$ cat config.mk
export PLATFORM = sky130hd
export DESIGN_NAME = logic_unit_pipe_flat
export DESIGN_NICKNAME = d
export VERILOG_FILES = /design/src/rtl/logic_unit_pipe_if.sv /design/src/rtl/logic_unit_pipe.sv /design/src/flat_wrapper.sv
export SDC_FILE = /design/constraint.sdc
export NUM_CORES = 1
export LEC_CHECK = 0
export CAP_MARGIN = 20
export CORE_MARGIN = 8
export CORE_UTILIZATION = 38
export CTS_BUF_LIST = sky130_fd_sc_hd__clkbuf_16
export CTS_CLUSTER_SIZE = 40
export DETAILED_ROUTE_END_ITERATION = 16
export PLACE_DENSITY_LB_ADDON = 0.3
export SETUP_SLACK_MARGIN = 0.4
export SLEW_MARGIN = 20
export SYNTH_ARGS = -nofsm -noshare
export SYNTH_HDL_FRONTEND = slang
export SYNTH_SLANG_ARGS = --single-unit
$ cat constraint.sdc
create_clock -name clk -period 2.35 [get_ports clk]
set_clock_uncertainty 0.2 [all_clocks]
set_input_delay 0.47 -clock clk [delete_from_list [all_inputs] [get_ports clk]]
set_output_delay 0.47 -clock clk [all_outputs]
set_load 0.03 [all_outputs]
$ cat src/rtl/logic_unit_pipe_if.sv
// Valid/ready bundle for the pipelined bitwise logic unit.
// The master drives operands and consumes results; the slave is the logic unit.
`timescale 1ns/1ps

interface logic_unit_pipe_if #(
  parameter int WIDTH = 8
);
  // Input side: operands offered by upstream
  logic             in_valid;
  logic             in_ready;
  logic [2:0]       op;
  logic [WIDTH-1:0] a;
  logic [WIDTH-1:0] b;

  // Output side: result presented to downstream
  logic             out_valid;
  logic             out_ready;
  logic [WIDTH-1:0] y;
  logic             zero;
  logic [2:0]       op_out;

  modport master (
    output in_valid, op, a, b, out_ready,
    input  in_ready, out_valid, y, zero, op_out
  );

  modport slave (
    input  in_valid, op, a, b, out_ready,
    output in_ready, out_valid, y, zero, op_out
  );
endinterface

$ cat src/rtl/logic_unit_pipe.sv
// Pipelined WIDTH-bit bitwise logic unit (NOT/AND/OR/XOR/NAND/NOR/XNOR/BUF).
// The result is computed at acceptance and carried through STAGES registered
// stages with full valid/ready backpressure; no bubble is needed between stages.
`timescale 1ns/1ps

module logic_unit_pipe #(
  parameter int WIDTH  = 8,
  parameter int STAGES = 2
) (
  input  logic             clk,
  input  logic             rst_n,
  logic_unit_pipe_if.slave bus,
  output logic             busy
);

  // Stage payload packs {op, zero, y} so one register array carries everything
  localparam int PW = WIDTH + 4;

  logic [STAGES-1:0] valid_r;
  logic [PW-1:0]     data_r     [STAGES];
  logic [PW-1:0]     src_data_s [STAGES];
  logic [STAGES:0]   src_valid_s;
  logic [STAGES-1:0] ready_s;
  logic [STAGES-1:0] advance_s;
  logic [STAGES-1:0] load_s;
  logic [WIDTH-1:0]  result_s;
  logic              result_zero_s;

  // Bitwise operation selected by the 3-bit opcode; b is ignored for NOT and BUF
  function automatic logic [WIDTH-1:0] logic_op(
    input logic [2:0]       op_i,
    input logic [WIDTH-1:0] a_i,
    input logic [WIDTH-1:0] b_i
  );
    logic [WIDTH-1:0] r;
    case (op_i)
      3'd0:    r = ~a_i;
      3'd1:    r = a_i & b_i;
      3'd2:    r = a_i | b_i;
      3'd3:    r = a_i ^ b_i;
      3'd4:    r = ~(a_i & b_i);
      3'd5:    r = ~(a_i | b_i);
      3'd6:    r = ~(a_i ^ b_i);
      3'd7:    r = a_i;
      default: r = a_i;
    endcase
    return r;
  endfunction

  // Result and zero flag computed from the live inputs; only captured on accept
  always_comb begin
    result_s      = logic_op(bus.op, bus.a, bus.b);
    result_zero_s = (result_s == {WIDTH{1'b0}});
  end

  // Source of each stage: stage 0 takes the fresh result, stage k takes stage k-1
  for (genvar k = 0; k < STAGES; k++) begin : g_src
    if (k == 0) begin : g_first
      assign src_data_s[k] = {bus.op, result_zero_s, result_s};
    end else begin : g_next
      assign src_data_s[k] = data_r[k-1];
    end
  end

  assign src_valid_s = {valid_r, bus.in_valid};

  // Ready ripples back from out_ready: a stage can take data if empty or emptying
  always_comb begin
    logic ready_chain;
    advance_s   = {STAGES{1'b0}};
    ready_s     = {STAGES{1'b0}};
    load_s      = {STAGES{1'b0}};
    ready_chain = bus.out_ready;
    for (int k = STAGES - 1; k >= 0; k--) begin
      advance_s[k] = valid_r[k] & ready_chain;
      ready_s[k]   = ~valid_r[k] | advance_s[k];
      load_s[k]    = ready_s[k] & src_valid_s[k];
      ready_chain  = ready_s[k];
    end
  end

  // Stage registers: load wins over drain so a full pipe keeps flowing every cycle
  always_ff @(posedge clk or negedge rst_n) begin
    if (!rst_n) begin
      valid_r <= {STAGES{1'b0}};
      for (int k = 0; k < STAGES; k++) begin
        data_r[k] <= {PW{1'b0}};
      end
    end else begin
      for (int k = 0; k < STAGES; k++) begin
        if (load_s[k]) begin
          valid_r[k] <= 1'b1;
          data_r[k]  <= src_data_s[k];
        end else if (advance_s[k]) begin
          valid_r[k] <= 1'b0;
          data_r[k]  <= data_r[k];
        end else begin
          valid_r[k] <= valid_r[k];
          data_r[k]  <= data_r[k];
        end
      end
    end
  end

  // Outputs come straight from the last stage register
  assign bus.in_ready  = ready_s[0];
  assign bus.out_valid = valid_r[STAGES-1];
  assign bus.y         = data_r[STAGES-1][WIDTH-1:0];
  assign bus.zero      = data_r[STAGES-1][WIDTH];
  assign bus.op_out    = data_r[STAGES-1][WIDTH+3:WIDTH+1];
  assign busy          = |valid_r;

endmodule

$ cat src/flat_wrapper.sv
// flat-port wrapper written by rule: the top's interface ports become plain ports
module logic_unit_pipe_flat 
#(
  parameter int WIDTH  = 8,
  parameter int STAGES = 2
)
  (clk, rst_n, busy, bus_in_valid, bus_op, bus_a, bus_b, bus_out_ready, bus_in_ready, bus_out_valid, bus_y, bus_zero, bus_op_out);
  logic_unit_pipe_if #(.WIDTH(WIDTH)) bus_i ();
  input  logic clk;
  input  logic rst_n;
  output logic busy;
  input wire logic [$bits(bus_i.in_valid)-1:0] bus_in_valid;
  input wire logic [$bits(bus_i.op)-1:0] bus_op;
  input wire logic [$bits(bus_i.a)-1:0] bus_a;
  input wire logic [$bits(bus_i.b)-1:0] bus_b;
  input wire logic [$bits(bus_i.out_ready)-1:0] bus_out_ready;
  output wire logic [$bits(bus_i.in_ready)-1:0] bus_in_ready;
  output wire logic [$bits(bus_i.out_valid)-1:0] bus_out_valid;
  output wire logic [$bits(bus_i.y)-1:0] bus_y;
  output wire logic [$bits(bus_i.zero)-1:0] bus_zero;
  output wire logic [$bits(bus_i.op_out)-1:0] bus_op_out;
  assign bus_i.in_valid = bus_in_valid;
  assign bus_i.op = bus_op;
  assign bus_i.a = bus_a;
  assign bus_i.b = bus_b;
  assign bus_i.out_ready = bus_out_ready;
  assign bus_in_ready = bus_i.in_ready;
  assign bus_out_valid = bus_i.out_valid;
  assign bus_y = bus_i.y;
  assign bus_zero = bus_i.zero;
  assign bus_op_out = bus_i.op_out;
  logic_unit_pipe #(.WIDTH(WIDTH), .STAGES(STAGES)) u_core (.clk(clk), .rst_n(rst_n), .bus(bus_i), .busy(busy));
endmodule
---- Yosys cells after proc, flatten, opt, wreduce, memory -nomap -nowiden ----
Index checks and enable logic that the tools add are counted.
Widths: inputs -> output; s select.
word-level totals
  flip-flop bits (word level) ............. 26
  word-level logic and storage cells ...... 35
cells by class
  eq/ne operators ......................... 7
  mux-type cells .......................... 5
  bitwise gates (word level) .............. 14
  reductions and logical operators ........ 5
operator list
  kind                count
  $pmux 8 s8          1
  $not 8->8           4
  $eq 3x3->1 const B  4
  $and 8x8->8         1
  $logic_not 8->1     1
  $or 8x8->8          1
  $xor 8x8->8         1
  $eq 3x2->1 const B  2
  $mux 1              4
  $reduce_bool 2->1   2
  $and 1x1->1         3
  $eq 3x1->1 const B  1
  $logic_not 3->1     1
  $not 1->1           2
  $or 1x1->1          2
  $reduce_or 2->1     1

---- Logic depth before layout (Yosys ltp) ----
  depth in word-level cells ............... 6
  mapped depth ............................ 8

---- Worst setup path before layout ----
OpenSTA, ideal clock, no wires.
  path kind ............................... register to register
  from .................................... reg u_core.valid_r[1]
  to ...................................... reg u_core.data_r[20] (netlist name)
  library setup time ...................... 104 ps
  arrival ................................. 1728 ps
  data required time ...................... 2046 ps
  slack ................................... 318 ps
  stages on the path, launching flop included .. 6
  clock period less this slack ............ 2032 ps
  cell sequence ........................... dfrtp_1 > nand3b_1 > and2_0 > and2_1 > nand4_1 > o41ai_2
between the ends
  longest elaborated chain between the ends .. 5
ends and longest elaborated chain
  element                                   line                                          RTL
  start, declared                           logic_unit_pipe.sv:19                         logic [STAGES-1:0] valid_r;
  start signal, assigned                    logic_unit_pipe.sv:85                         valid_r <= {STAGES{1'b0}};
  start signal, assigned by index           logic_unit_pipe.sv:98                         valid_r[k] <= valid_r[k];
  $and 1x1->1 or $not 1->1 (tied branches)  logic_unit_pipe.sv:75, logic_unit_pipe.sv:76
  $or 1x1->1 *                              logic_unit_pipe.sv:76                         ready_s[k] = ~valid_r[k] | advance_s[k];
  $and 1x1->1 *                             logic_unit_pipe.sv:75                         advance_s[k] = valid_r[k] & ready_chain;
  $or 1x1->1 *                              logic_unit_pipe.sv:76
  via bus_in_ready                          flat_wrapper.sv:17                            output wire logic [$bits(bus_i.in_ready)-1:0] bus_in_ready;
  $and 1x1->1 *                             logic_unit_pipe.sv:77                         load_s[k] = ready_s[k] & src_valid_s[k];
  end signal, assigned by index             logic_unit_pipe.sv:87                         data_r[k] <= {PW{1'b0}};
  end signal, assigned by index             logic_unit_pipe.sv:93                         data_r[k] <= src_data_s[k];
  end signal, assigned by index             logic_unit_pipe.sv:96                         data_r[k] <= data_r[k];
  end, declared                             logic_unit_pipe.sv:20                         logic [PW-1:0] data_r [STAGES];
The timed path passes the listed nets; every way through them passes the cells marked *.
A chain may end at the register's enable or synchronous reset.

---- Worst setup path after layout ----
  from .................................... in bus_op[0]
  to ...................................... reg u_core.data_r[20] (netlist name)
between the ends
  longest elaborated chain between the ends .. 3
ends and longest elaborated chain
  element                                   line                   RTL
  start, declared                           flat_wrapper.sv:13     input wire logic [$bits(bus_i.op)-1:0] bus_op;
  $eq 3x3->1, or another cell as far along  logic_unit_pipe.sv:36  case (op_i)
  $pmux 8 s8 *                              logic_unit_pipe.sv:36
  $logic_not 8->1 *                         logic_unit_pipe.sv:53  result_zero_s = (result_s == {WIDTH{1'b0}});
Mark *: on every way between the ends. The rest lies on a longest branch, timed or not.

==> parameters.txt <==
Parameter                              Value

Placed design
  HPWL reported at the end of detailed placement ... 3.387 mm
  Post-Place Worst Slack ... -0.2881 ns
  Placed inst area ... 2619 um^2
  Placed Cells ... 338
  Number of buffers added on ports ... 37
  Final Wtd Congestion ... 0.8234

Critical path
  CP bufs+invs ... 3
  Worst R2R End ... u_core.data_r[20]$_DFFE_PN0P_
  Startpoint of the worst register-to-register path ... u_core.valid_r[1]$_DFFE_PN0P_
  Worst R2R Setup Slack ... 0.71 ns
  Launching element type of the critical path ... primary input
  Worst setup path startpoint ... bus_op[0]
  Worst path top cell family by delay ... buffers and inverters
  Kind of end point of the critical path ... register
  CP max FO ... 9
  Cell type of the slowest stage on the worst timing path ... o41ai_2
  Req. time, crit path ... 2.31 ns
  Critical path data arrival time ... 1.88 ns
  Critical path cell sequence ... buf_2, buf_12, buf_4, nand2b_1, o21ai_1, mux4_2, and2_4, nand4_1, o41ai_2
  Cell count of the worst reg-to-reg path ... 6
  Number of cells on the critical path ... 9
  Worst setup path end ... u_core.data_r[20]$_DFFE_PN0P_
  Classification of the worst setup path ... in -> reg
  Largest stage delay on the critical path ... 0.31 ns

Synth
  Total of flip-flops plus latches after synthesis ... 26
  Synthesized cell area ... 1967 um^2
  Number of different library cells in the post-synthesis netlist ... 49
  Asr flop ratio synth ... 100.0%
  Number of instances in the synthesized netlist ... 210
  Average instance area after synthesis ... 9.366 um^2
  Number of flops mapped to enable cells by yosys ... 0
  Number of warnings printed during yosys synthesis ... 0
  Net count after synthesis ... 249
  Dominant cell type by area after synthesis ... dfrtp_1
  Primary FF master, synth ... dfrtp_1
  Top cell type's share of synthesized area ... 33.08%
  Share of the yosys chip area belonging to registers ... 33.08%
  Area contributors post-synth ... dfrtp_1 (33%), ha_1 (10%), mux2_2 (8.0%)

Global routing
  Maximum number of pins on one net before global-route repair ... 27
  Antenna violations before repair ... 0
  Overall Global Routing Usage ... 12.85%
  Wire length of the first global-routing pass ... 8.100 mm
  Most Used Layer, Global Route ... met2
  Met3 GRT Util ... 2.064%
  Met1 usage ... 15.15%
  Via count of the first global-routing pass ... 1763
  Global-route track usage on met2 ... 23.12%
  Remaining global-route overflow ... 0

Drt
  Drt wl/cell ... 13.86 um
  Post-detailed-route count of antenna-violating nets ... 0
  Routed vias ... 1772
  1st-iter DRT viols ... 52
  First-pass DRT Iterations ... 4
  Post-detailed-routing wire length ... 4.963 mm
  Number of vias per cell after detailed routing ... 4.950
  Remaining routing DRC violations ... 0

Clocking
  Number of buffers inserted by hold repair at cts ... 0
  Sinks on Clock Net ... 26
  TritonCTS clock tree ... yes
  Clock-pin slew of the registers on the worst-case setup and hold paths ... 0.06 ns
  Clock latency on the worst-skew pair ... 0.26 ns
  Number of H-tree levels ... 1
  Cell at the root of the clock tree ... clkbuf_16
  Number of clock buffers inserted by TritonCTS ... 3
  Bufs on Longest Clock Path ... 2

Timing
  Slew Viols, Final ... 0
  Setup repair after global routing missed its margin ... yes
  Worst slew slack as a fraction of its limit ... 72.03%
  Setup TNS ... 0 ns
  Period utilisation layout ... 81.71%
  Max frequency ... 520.8 MHz
  Final Critical Period ... 1.920 ns
  Setup Viol. Count Final ... 0
  Final hold violations ... 0
  Least-Margin Pin Slew ... 0.4185 ns
  Final worst hold slack ... 0.2747 ns
  Slack of the critical path ... 0.4299 ns

Floorplanning
  Count of standard-cell rows ... 26
  Number of I/O pins ... 38
  Overall die width ... 87.95 um
  Die area ... 7734 um^2
  Core box area ... 5042 um^2
  Effective utilization at floorplan ... 39.01%
  Die height ... 87.95 um

Power and ir drop
  Switching Power ... 0.5487 mW
  Sequential fraction of design power ... 35.3%
  Comb pwr share ... 42.3%
  Post-layout power ... 1.659 mW
  Switching portion of total power ... 33.07%
  P_leak ... 1.453 nW
  Maximum vdd ir drop ... 0.0002609 V
  Total power divided by cell area ... 543.9 nW/um^2
  Clk pwr share ... 22.4%
  Internal power ... 1.110 mW

Cells and area
  Post-route standard cell area excluding fillers ... 3050 um^2
  Final core utilization ... 60.50%
  Synth-to-layout area growth ... 55.09%
  Number of cells in the finished layout apart from fillers ... 358
  Diodes inserted ... 0
  Most frequent cells in the layout ... buf_4 (50), dfrtp_1 (26), nand2_1 (21)
  Most common cell after layout, fill and taps aside ... buf_4
  Fraction of layout cells with a size suffix above 1 ... 53.13%
  Total Nets Final ... 328

Run
  Max_cap viols ... 0

Hold path
  Worst min-delay path category ... reg -> reg

Outcome
  Outcome ... finished, final reports clean
==> flip-flops by register name, summed over array words and instances (netlist names) <==
| register | count |
|---|---|
| u_core.data_r | 12 |
| u_core.bus.op_out | 3 |
| u_core.bus.y | 8 |
| u_core.bus.zero | 1 |
| u_core.valid_r | 2 |
==> metal layers <==
metal	routed length, um	part of all wire (%)
met4	44	0.89
met3	249	5.0
met2	2561	52
met1	2107	42
met5	0	0
==> worst reg2reg max path: cells and delay by family (launching register included) <==
kind                   cells  cell delay (ns)
AOI/OAI and AO/OA          1             0.31
DFF                        1             0.40
and+or+nand+nor            4             0.51
buffers and inverters      1             0.12
==> synthesized netlist by cell type (all sizes together), types with 2 or more instances <==
master and number:
a311oi 2, mux2 15, a2bb2oi 2, mux2i 8, nor2 16, a221oi 3, dfrtp 26, nand2 22
o21ai 12, nor3 3, buf 21, clkbuf 2, and2 2, a31oi 2, inv 19, a211oi 4
o221ai 2, ha 16, a21oi 11, nand2b 5
==> final cells by class <==
| type | instances | area (um^2) |
|---|---|---|
| Inverter | 19 | 81.33 |
| Clock buffer | 3 | 75.07 |
| Timing Repair Buffer | 97 | 834.6 |
| Sequential cell | 26 | 650.6 |
| Fill cell | 434 | 1992 |
| Multi-Input combinational cell | 142 | 1318 |
| Tap cell | 70 | 87.58 |
| Clock inverter | 1 | 3.754 |
==> power groups by stage <==
stage	sequential (mW)	clock [mW]	combinational, mW
after floorplan	0.582	0	0.443
after global placement	0.590	0	0.626
after detailed placement	0.597	0	0.638
after CTS	0.587	0.379	0.663
after global routing	0.598	0.398	0.756
final	0.585	0.372	0.701
==> cell families after synthesis <==
logic type,after synthesis,synth area share [%]
compound gates,48,18.00
fa+ha+maj,16,10.18
buf+inv,42,12.60
flops,26,33.08
mux,24,13.80
simple gates,54,12.34
==> how the worst min path moves through the flow <==
stage / end / startpoint / cells past startpoint
global route: u_core.bus.y[5]$_DFFE_PN0P_ / u_core.data_r[17]$_DFFE_PN0P_ / 1
detailed placement: u_core.data_r[23]$_DFFE_PN0P_ / u_core.data_r[23]$_DFFE_PN0P_ / 2
CTS: u_core.data_r[21]$_DFFE_PN0P_ / u_core.data_r[21]$_DFFE_PN0P_ / 2
global placement: u_core.data_r[21]$_DFFE_PN0P_ / u_core.data_r[21]$_DFFE_PN0P_ / 2
floorplan: u_core.bus.op_out[0]$_DFFE_PN0P_ / rst_n / 0
finish: u_core.data_r[21]$_DFFE_PN0P_ / u_core.data_r[21]$_DFFE_PN0P_ / 2
==> timing repair <==
item / 4_1_cts / 5_1_grt
resized for setup: 73 / 62
hold endpoints to repair: 0 / 0
gates cloned: 3 / 0
setup buffers: 5 / 8
pin swaps: 19 / 16
endpoints found under the setup margin: 20 / 10
No activity file was read; power rests on OpenSTA's default activity.
